--- src/rtl/shift_reg_pkg.sv ---
// Shared definitions for the shift register bank: operation encoding and its width.
package shift_reg_pkg;

  localparam int MODE_W = 3;

  // Codes 6 and 7 are reserved and decode to hold in the bank.
  typedef enum logic [MODE_W-1:0] {
    HOLD     = 3'd0,
    LOAD     = 3'd1,
    SHIFT_UP = 3'd2,
    SHIFT_DN = 3'd3,
    ROT_UP   = 3'd4,
    ROT_DN   = 3'd5
  } mode_e;

endpackage

--- src/rtl/shift_reg_stage.sv ---
// One WIDTH-bit storage stage: async active-low reset and sync clear to RST_VAL, enabled load of d.
module shift_reg_stage #(
  parameter int               WIDTH   = 8,
  parameter logic [WIDTH-1:0] RST_VAL = '0
) (
  input  logic             clk,
  input  logic             rst_n,
  input  logic             clr,
  input  logic             en,
  input  logic [WIDTH-1:0] d,
  output logic [WIDTH-1:0] q
);

  always_ff @(posedge clk or negedge rst_n) begin
    if (!rst_n)   q <= RST_VAL;
    else if (clr) q <= RST_VAL;
    else if (en)  q <= d;
  end

endmodule

--- src/rtl/shift_reg_bank.sv ---
// Multi-stage register bank with hold, parallel load, bidirectional shift and rotate,
// plus a saturating count of stages holding written data.
module shift_reg_bank
  import shift_reg_pkg::*;
#(
  parameter int               WIDTH   = 8,
  parameter int               DEPTH   = 4,
  parameter logic [WIDTH-1:0] RST_VAL = '0,
  localparam int              COUNT_W = $clog2(DEPTH + 1)
) (
  input  logic                     clk,
  input  logic                     rst_n,
  input  logic                     clr,
  input  logic                     en,
  input  logic [MODE_W-1:0]        mode,
  input  logic [WIDTH-1:0]         ser_in,
  input  logic [WIDTH*DEPTH-1:0]   par_in,
  output logic [WIDTH*DEPTH-1:0]   q,
  output logic [WIDTH-1:0]         ser_out_lo,
  output logic [WIDTH-1:0]         ser_out_hi,
  output logic [COUNT_W-1:0]       count,
  output logic                     full
);

  localparam logic [COUNT_W-1:0] DEPTH_CNT = COUNT_W'(DEPTH);

  mode_e              op;
  logic [WIDTH-1:0]   stage_q [DEPTH];
  logic [WIDTH-1:0]   stage_d [DEPTH];
  logic [COUNT_W-1:0] count_q;
  logic [COUNT_W-1:0] count_d;

  assign op = mode_e'(mode);

  // Stage next-value mux; hold and the reserved codes keep every stage as is.
  always_comb begin
    for (int i = 0; i < DEPTH; i++) stage_d[i] = stage_q[i];
    case (op)
      LOAD: begin
        for (int i = 0; i < DEPTH; i++) stage_d[i] = par_in[i*WIDTH +: WIDTH];
      end
      SHIFT_UP: begin
        stage_d[0] = ser_in;
        for (int i = 1; i < DEPTH; i++) stage_d[i] = stage_q[i-1];
      end
      SHIFT_DN: begin
        for (int i = 0; i < DEPTH - 1; i++) stage_d[i] = stage_q[i+1];
        stage_d[DEPTH-1] = ser_in;
      end
      ROT_UP: begin
        stage_d[0] = stage_q[DEPTH-1];
        for (int i = 1; i < DEPTH; i++) stage_d[i] = stage_q[i-1];
      end
      ROT_DN: begin
        for (int i = 0; i < DEPTH - 1; i++) stage_d[i] = stage_q[i+1];
        stage_d[DEPTH-1] = stage_q[0];
      end
      default: ;
    endcase
  end

  for (genvar g = 0; g < DEPTH; g++) begin : g_stage
    shift_reg_stage #(
      .WIDTH   (WIDTH),
      .RST_VAL (RST_VAL)
    ) u_stage (
      .clk   (clk),
      .rst_n (rst_n),
      .clr   (clr),
      .en    (en),
      .d     (stage_d[g]),
      .q     (stage_q[g])
    );
    assign q[g*WIDTH +: WIDTH] = stage_q[g];
  end

  // Written-stage count saturates at DEPTH; rotates move data but never change it.
  always_comb begin
    count_d = count_q;
    if (en) begin
      case (op)
        LOAD:               count_d = DEPTH_CNT;
        SHIFT_UP, SHIFT_DN: if (count_q != DEPTH_CNT) count_d = count_q + 1'b1;
        default: ;
      endcase
    end
  end

  always_ff @(posedge clk or negedge rst_n) begin
    if (!rst_n)   count_q <= '0;
    else if (clr) count_q <= '0;
    else          count_q <= count_d;
  end

  assign ser_out_lo = stage_q[0];
  assign ser_out_hi = stage_q[DEPTH-1];
  assign count      = count_q;
  assign full       = (count_q == DEPTH_CNT);

endmodule

--- config.mk ---
export PLATFORM = sky130hd
export DESIGN_NAME = shift_reg_bank
export DESIGN_NICKNAME = d
export VERILOG_FILES = /design/src/rtl/shift_reg_pkg.sv /design/src/rtl/shift_reg_stage.sv /design/src/rtl/shift_reg_bank.sv
export SDC_FILE = /design/constraint.sdc
export NUM_CORES = 1
export LEC_CHECK = 0
export CAP_MARGIN = 30
export CELL_PAD_IN_SITES_DETAIL_PLACEMENT = 1
export CELL_PAD_IN_SITES_GLOBAL_PLACEMENT = 2
export CORE_MARGIN = 2
export CORE_UTILIZATION = 25
export DETAILED_ROUTE_END_ITERATION = 6
export PLACE_DENSITY_LB_ADDON = 0.1
export SYNTH_ARGS = -nofsm -noshare
export SYNTH_HDL_FRONTEND = slang
export SYNTH_SLANG_ARGS = --single-unit
--- constraint.sdc ---
create_clock -name clk -period 2.06 [get_ports clk]
set_clock_uncertainty 0.15 [all_clocks]
set_input_delay 0.309 -clock clk [delete_from_list [all_inputs] [get_ports clk]]
set_output_delay 0.309 -clock clk [all_outputs]
set_load 0.005 [all_outputs]
==> results_dict.tcl, run 1 <==
set metrics [dict create \
    worstSetupPathType "reg -> out" \
    clk_latency_ps 290 \
    post-route-util_pct 38.9 \
    clock-sinks 35 \
    n_antenna_cell 0 \
    p_per_area_nw_per_um2 537 \
    dr.pass1.iters 4 \
    drc 0 \
    whs_path_depth 2 \
    drive_gt1_share_pct 15.3 \
    min_from "clr" \
    rr_worst_depth 5 \
    critPathLaunchType "flip-flop" \
    placement.io_buffers 98 \
    yosys_warnings 0 \
    ant_nets 0 \
    num_io_pins 99 \
    nFillCells 1160 \
    grtUsageTotal_pct 17.7 \
    grt_overflow 0 \
    clk_pin_slew_ps 70 \
    coreArea_um2 9820 \
    rsz0062_at_grt "false" \
    status "completed" \
    seq_power_share_pct 39.2 \
    synth_area_per_cell_um2 9.38 \
    min_path_type "in -> reg" \
    worstReg2RegStart "count[1]" \
    grt_max_degree 37 \
    end_kind "primary output" \
    num_vias 2521 \
    yosysUniqueCellTypes 35 \
    path_max_fanout 4 \
    nets 408 \
    gp_congestion 0.762 \
    comb_power_share_pct 32.4 \
    dieArea_um2 11000 \
    p_sw_share_pct 31.6 \
    pwr-share-clk_pct 28.4 \
    synthesis.nets 320 \
    synth_seq_cells 35 \
    cap_violations 0 \
    grt_pass1_wl_um 15400 \
    leakagePower_nw 1.50 \
    htree_levels 2 \
    cpMaxStageDelayCell "clkdlybuf4s50_1" \
    fmax_mhz 503 \
    place_area_um2 3660 \
    internal_power_mw 1.40 \
    first_global_vias 2603 \
    routedWlPerCell_um 19.7 \
    clock_path_buffers 2 \
    path_cells "inv_2 -> ha_4 -> and2_4 -> clkdlybuf4s50_1" \
    syn_to_final_growth_pct 50.7 \
    slew_headroom_pct 64.1 \
    slew_viol_final 0 \
    cts_root_buffer "clkbuf_8" \
    worstPathRequired_ps 1600 \
    final_common_cell "clkdlybuf4s50_1" \
    dp.cells 481 \
    worst_pin_slew_ps 539 \
    fin_crit_ps 1990 \
    worst_slack_ps 72.0 \
    antenna_found_initial 0 \
    fin_crit_sh_pct 96.5 \
    final_cell_area_um2 3820 \
    cts_tree "built" \
    initial_utilization_pct 25.8 \
    final_cell_mix "clkdlybuf4s50_1 (95), dfrtp_1 (35), nor3_1 (32)" \
    cp.arrival_ps 1530 \
    drt-total-wl_um 9700 \
    dpl.hpwl_um 6960 \
    dieHeight_um 105 \
    drt_iter0_drc 97 \
    final-hold-violation-count 0 \
    startpoint "count[1]" \
    syn_area_um2 2530 \
    synthCells 270 \
    p_sw_mw 0.648 \
    fp.dieW_um 105 \
    critPathMaxStageDelay_ps 490 \
    fin_cells 492 \
    fin_setup_tns_ps 0 \
    numCtsBuffers 5 \
    seq_area_frac_synth_pct 34.6 \
    finalSetupViolCount 0 \
    ir_drop_mv 0.238 \
    rows 36 \
    avgViaCountPerCell 5.12 \
    pre_cts_slack_ps -235 \
]
[cells in the mapped netlist]
cell type   n  area (µm²)
dfrtp_1    35         876
nor3_1     32         160
buf_4      20         150
nor2b_1    18         113
a221oi_1   17         149
nor2_1     17        63.8
a211oi_1   16         120
mux2i_1    16         160
nand3b_1   16         120
clkbuf_1   13        48.8
a22o_1     12         105
o41ai_1    12         105
buf_2       8        40.0
a22o_2      4        40.0
inv_1       4        15.0
o21ai_0     4        20.0
o41ai_2     4        65.1
ha_1        3        37.5
nand2_1     2        7.51
nor2_4      2        22.5
a21oi_1     1        5.00
a22oi_1     1        7.51
and2_1      1        6.26
and3_1      1        6.26
buf_1       1        3.75
buf_8       1        15.0
clkinv_1    1        3.75
nand3_1     1        5.00
nand4b_1    1        8.76
nor3b_1     1        7.51
o21a_1      1        7.51
o21ai_1     1        5.00
o21ba_2     1        10.0
or3_1       1        6.26
xnor2_2     1        16.3
[worst max-delay path: cells and delay by family (launching register included)]
kind / cells / cell delay [ps]
DFF: 1 / 410
and+or+nand+nor: 1 / 140
adders and majority gates: 1 / 130
buffers and inverters: 2 / 570
[routing by layer]
metal	routed length (µm)	up-vias	track usage [%]
met4	76	0	3.52
met3	463	6	2.50
met1	4850	1225	27.1
met5	0	-	0
met2	4310	93	26.4
li1	-	1197	-
[state kept, by name, summed over array words and instances, names as in the netlist]
| name | flops |
|---|---|
| g_stage.u_stage.q | 32 |
| count | 3 |
[final timing paths]
kind	to	slack, ps
max in group asynchronous	g_stage[0].u_stage.q[5]	830
min in group asynchronous	g_stage[0].u_stage.q[1]	380
hold reg to reg	g_stage[2].u_stage.q[5]	460
hold / removal	count[1]	270
setup reg to reg	count[0]	600
setup / recovery	full	70
[stage by stage]
step	hold slack, ps	power (mW)
6_report	268	2.05
4_1_cts	256	2.08
3_3_place_gp	183	1.47
3_5_place_dp	178	1.48
2_1_floorplan	-137	1.11
5_1_grt	277	2.18
[power by group through the flow]
stage / logic (mW) / registers (mW) / clock network (mW)
finish: 0.665 / 0.803 / 0.582
global route: 0.723 / 0.811 / 0.644
CTS: 0.671 / 0.802 / 0.608
detailed placement: 0.661 / 0.816 / 0
global placement: 0.656 / 0.816 / 0
floorplan: 0.312 / 0.794 / 0
[layout make-up]
cell class,instances,area [µm²],area share (%)
Timing Repair Buffer,124,1230,32.3
Clock buffer,7,96.3,2.52
Tap cell,133,166,4.36
Clock inverter,1,7.51,0.197
Multi-Input combinational cell,187,1420,37.2
Inverter,5,18.8,0.492
Sequential cell,35,876,22.9
[what timing repair did]
item / 4_1_cts / 5_1_grt
endpoints found under the hold margin: 17 / 0
hold buffers: 1 / 0
setup endpoints to repair: 1 / 4
setup buffers: 2 / 0
resized for setup: 2 / 6
gates cloned: 0 / 0
[kinds of logic after synthesis]
kind of cell	count (synthesis)	share of synthesized area [%]
muxes	16	6.32
DFF	35	34.6
AOI/OAI and AO/OA	74	25.2
xor gates and xnor gates	1	0.642
buffers and inverters	48	10.9
and+or+nand+nor	93	20.8
adders and majority gates	3	1.48
Note: power is estimated with default switching activity, not from simulation.
==> run 2: changes to the inputs <==
==> constraint.sdc (replaced) <==
create_clock -name clk -period 2.1 [get_ports clk]
set_clock_uncertainty 0.15 [all_clocks]
set_input_delay 0.315 -clock clk [delete_from_list [all_inputs] [get_ports clk]]
set_output_delay 0.315 -clock clk [all_outputs]
set_load 0.005 [all_outputs]
==> results_dict.tcl, run 2 (same netlist as run 1, synthesis figures left out) <==
set metrics [dict create \
    power_mw 2.02 \
    seq_power_share_pct 39.0 \
    fin_crit_ps 2040 \
    drc 0 \
    fp.dieW_um 105 \
    htree_levels 2 \
    drive_gt1_share_pct 13.5 \
    final-seq-area_um2 876 \
    grt_overflow 0 \
    num_vias 2512 \
    startpoint "count[1]" \
    slew_headroom_pct 73.1 \
    slew_viol_final 0 \
    pwr-share-clk_pct 29.0 \
    fmax_mhz 489 \
    leakagePower_nw 1.48 \
    grt_pass1_wl_um 15500 \
    final_cell_mix "clkdlybuf4s50_1 (95), dfrtp_1 (35), nor3_1 (32)" \
    worstReg2RegStart "count[1]" \
    dieArea_um2 11000 \
    cp.arrival_ps 1580 \
    antenna_found_initial 0 \
    num_io_pins 99 \
    cts_tree "built" \
    p_per_area_nw_per_um2 533 \
    r2r_setup_slack_ps 650 \
    n_antenna_cell 0 \
    pre_cts_slack_ps -165 \
    largest-register "g_stage.u_stage.q" \
    min_from "clr" \
    clk_pin_slew_ps 70 \
    first_global_vias 2669 \
    r2r_end "count[0]" \
    drt-total-wl_um 9510 \
    comb_power_share_pct 32.0 \
    initial_utilization_pct 25.8 \
    grtUsageTotal_pct 17.6 \
    fin_crit_sh_pct 97.4 \
    worstPathRequired_ps 1630 \
    nFillCells 1161 \
    p_sw_share_pct 32.0 \
    post-route-util_pct 38.6 \
    p_sw_mw 0.646 \
    rows 36 \
    rr_worst_depth 5 \
    drt_iter0_drc 115 \
    holdWs_ps 270 \
    internal_power_mw 1.37 \
    coreArea_um2 9820 \
    critPathCapture "full" \
    nets 405 \
    clock-sinks 35 \
    path_max_fanout 4 \
    dieHeight_um 105 \
    critPathLaunchType "flip-flop" \
    syn_to_final_growth_pct 49.6 \
    final-hold-violation-count 0 \
    whs_path_depth 2 \
    dr.pass1.iters 4 \
    final_common_cell "clkdlybuf4s50_1" \
    multiInputGateArea_um2 1400 \
    min_path_type "in -> reg" \
    ant_nets 0 \
    clk_latency_ps 300 \
    status "completed" \
    largest_register_ffs 32 \
    end_kind "primary output" \
    ir_drop_mv 0.222 \
    clock_path_buffers 2 \
    numCtsBuffers 5 \
    rsz0062_at_grt "true" \
    cts_root_buffer "clkbuf_8" \
    avgViaCountPerCell 5.14 \
    fin_setup_tns_ps 0 \
    gp_congestion 0.756 \
    routedWlPerCell_um 19.4 \
    placement.io_buffers 98 \
    worstSetupPathType "reg -> out" \
    cap_violations 0 \
    worst_slack_ps 55.3 \
    finalSetupViolCount 0 \
    worst_pin_slew_ps 401 \
    dpl.hpwl_um 6670 \
    grt_max_degree 37 \
]
[run 2: cell types whose count changed in the layout (fill, tap and decap cells not counted), sizes merged]
cell / before / now
buf: 27 / 24
[run 2: routing by layer]
layer  wire (µm)  vias up  global-route usage (%)
li1            -     1190                       -
met2        4130       79                    26.4
met5           0        -                       0
met3         462        9                    2.56
met1        4810     1234                    26.4
met4         102        0                    4.48
[run 2: layout make-up]
type	count	area share (%)
multi-input combinational	187	36.9
clock inverter	1	0.198
inverter	5	0.496
clock buffer	7	2.54
tap	133	4.39
timing repair buffer	121	32.3
sequential	35	23.1
[run 2: worst max-delay path, cell delays in order (launching register included)]
cell and delay [ps]:
dfrtp_1 390, inv_1 70, ha_2 190, and2_4 150, clkdlybuf4s50_1 490
[run 2: power groups by stage]
stage	sequential (mW)	clock, mW	combinational (mW)
after floorplan	0.779	0	0.306
after CTS	0.787	0.603	0.653
after global routing	0.795	0.630	0.704
after detailed placement	0.800	0	0.645
after global placement	0.799	0	0.641
final	0.786	0.585	0.646
[run 2: what timing repair did]
item | in CTS | in global routing
resized for setup | 0 | 3
endpoints found under the setup margin | 1 | 4
buffers inserted | 2 | 0
hold endpoints to repair | 35 | 0
hold buffers | 1 | 0
[run 2: metrics by stage]
step                instances  cell area, µm²
floorplan                 270            2530
global placement          478            3650
detailed placement        478            3650
CTS                       489            3780
global route              489            3790
finish                    489            3790
[run 2: how the worst min path moves through the flow]
stage / to / slack [ps]
floorplan: count[0] / -130
global placement: count[2] / 150
detailed placement: count[2] / 160
CTS: count[1] / 260
global route: count[1] / 310
finish: count[1] / 270
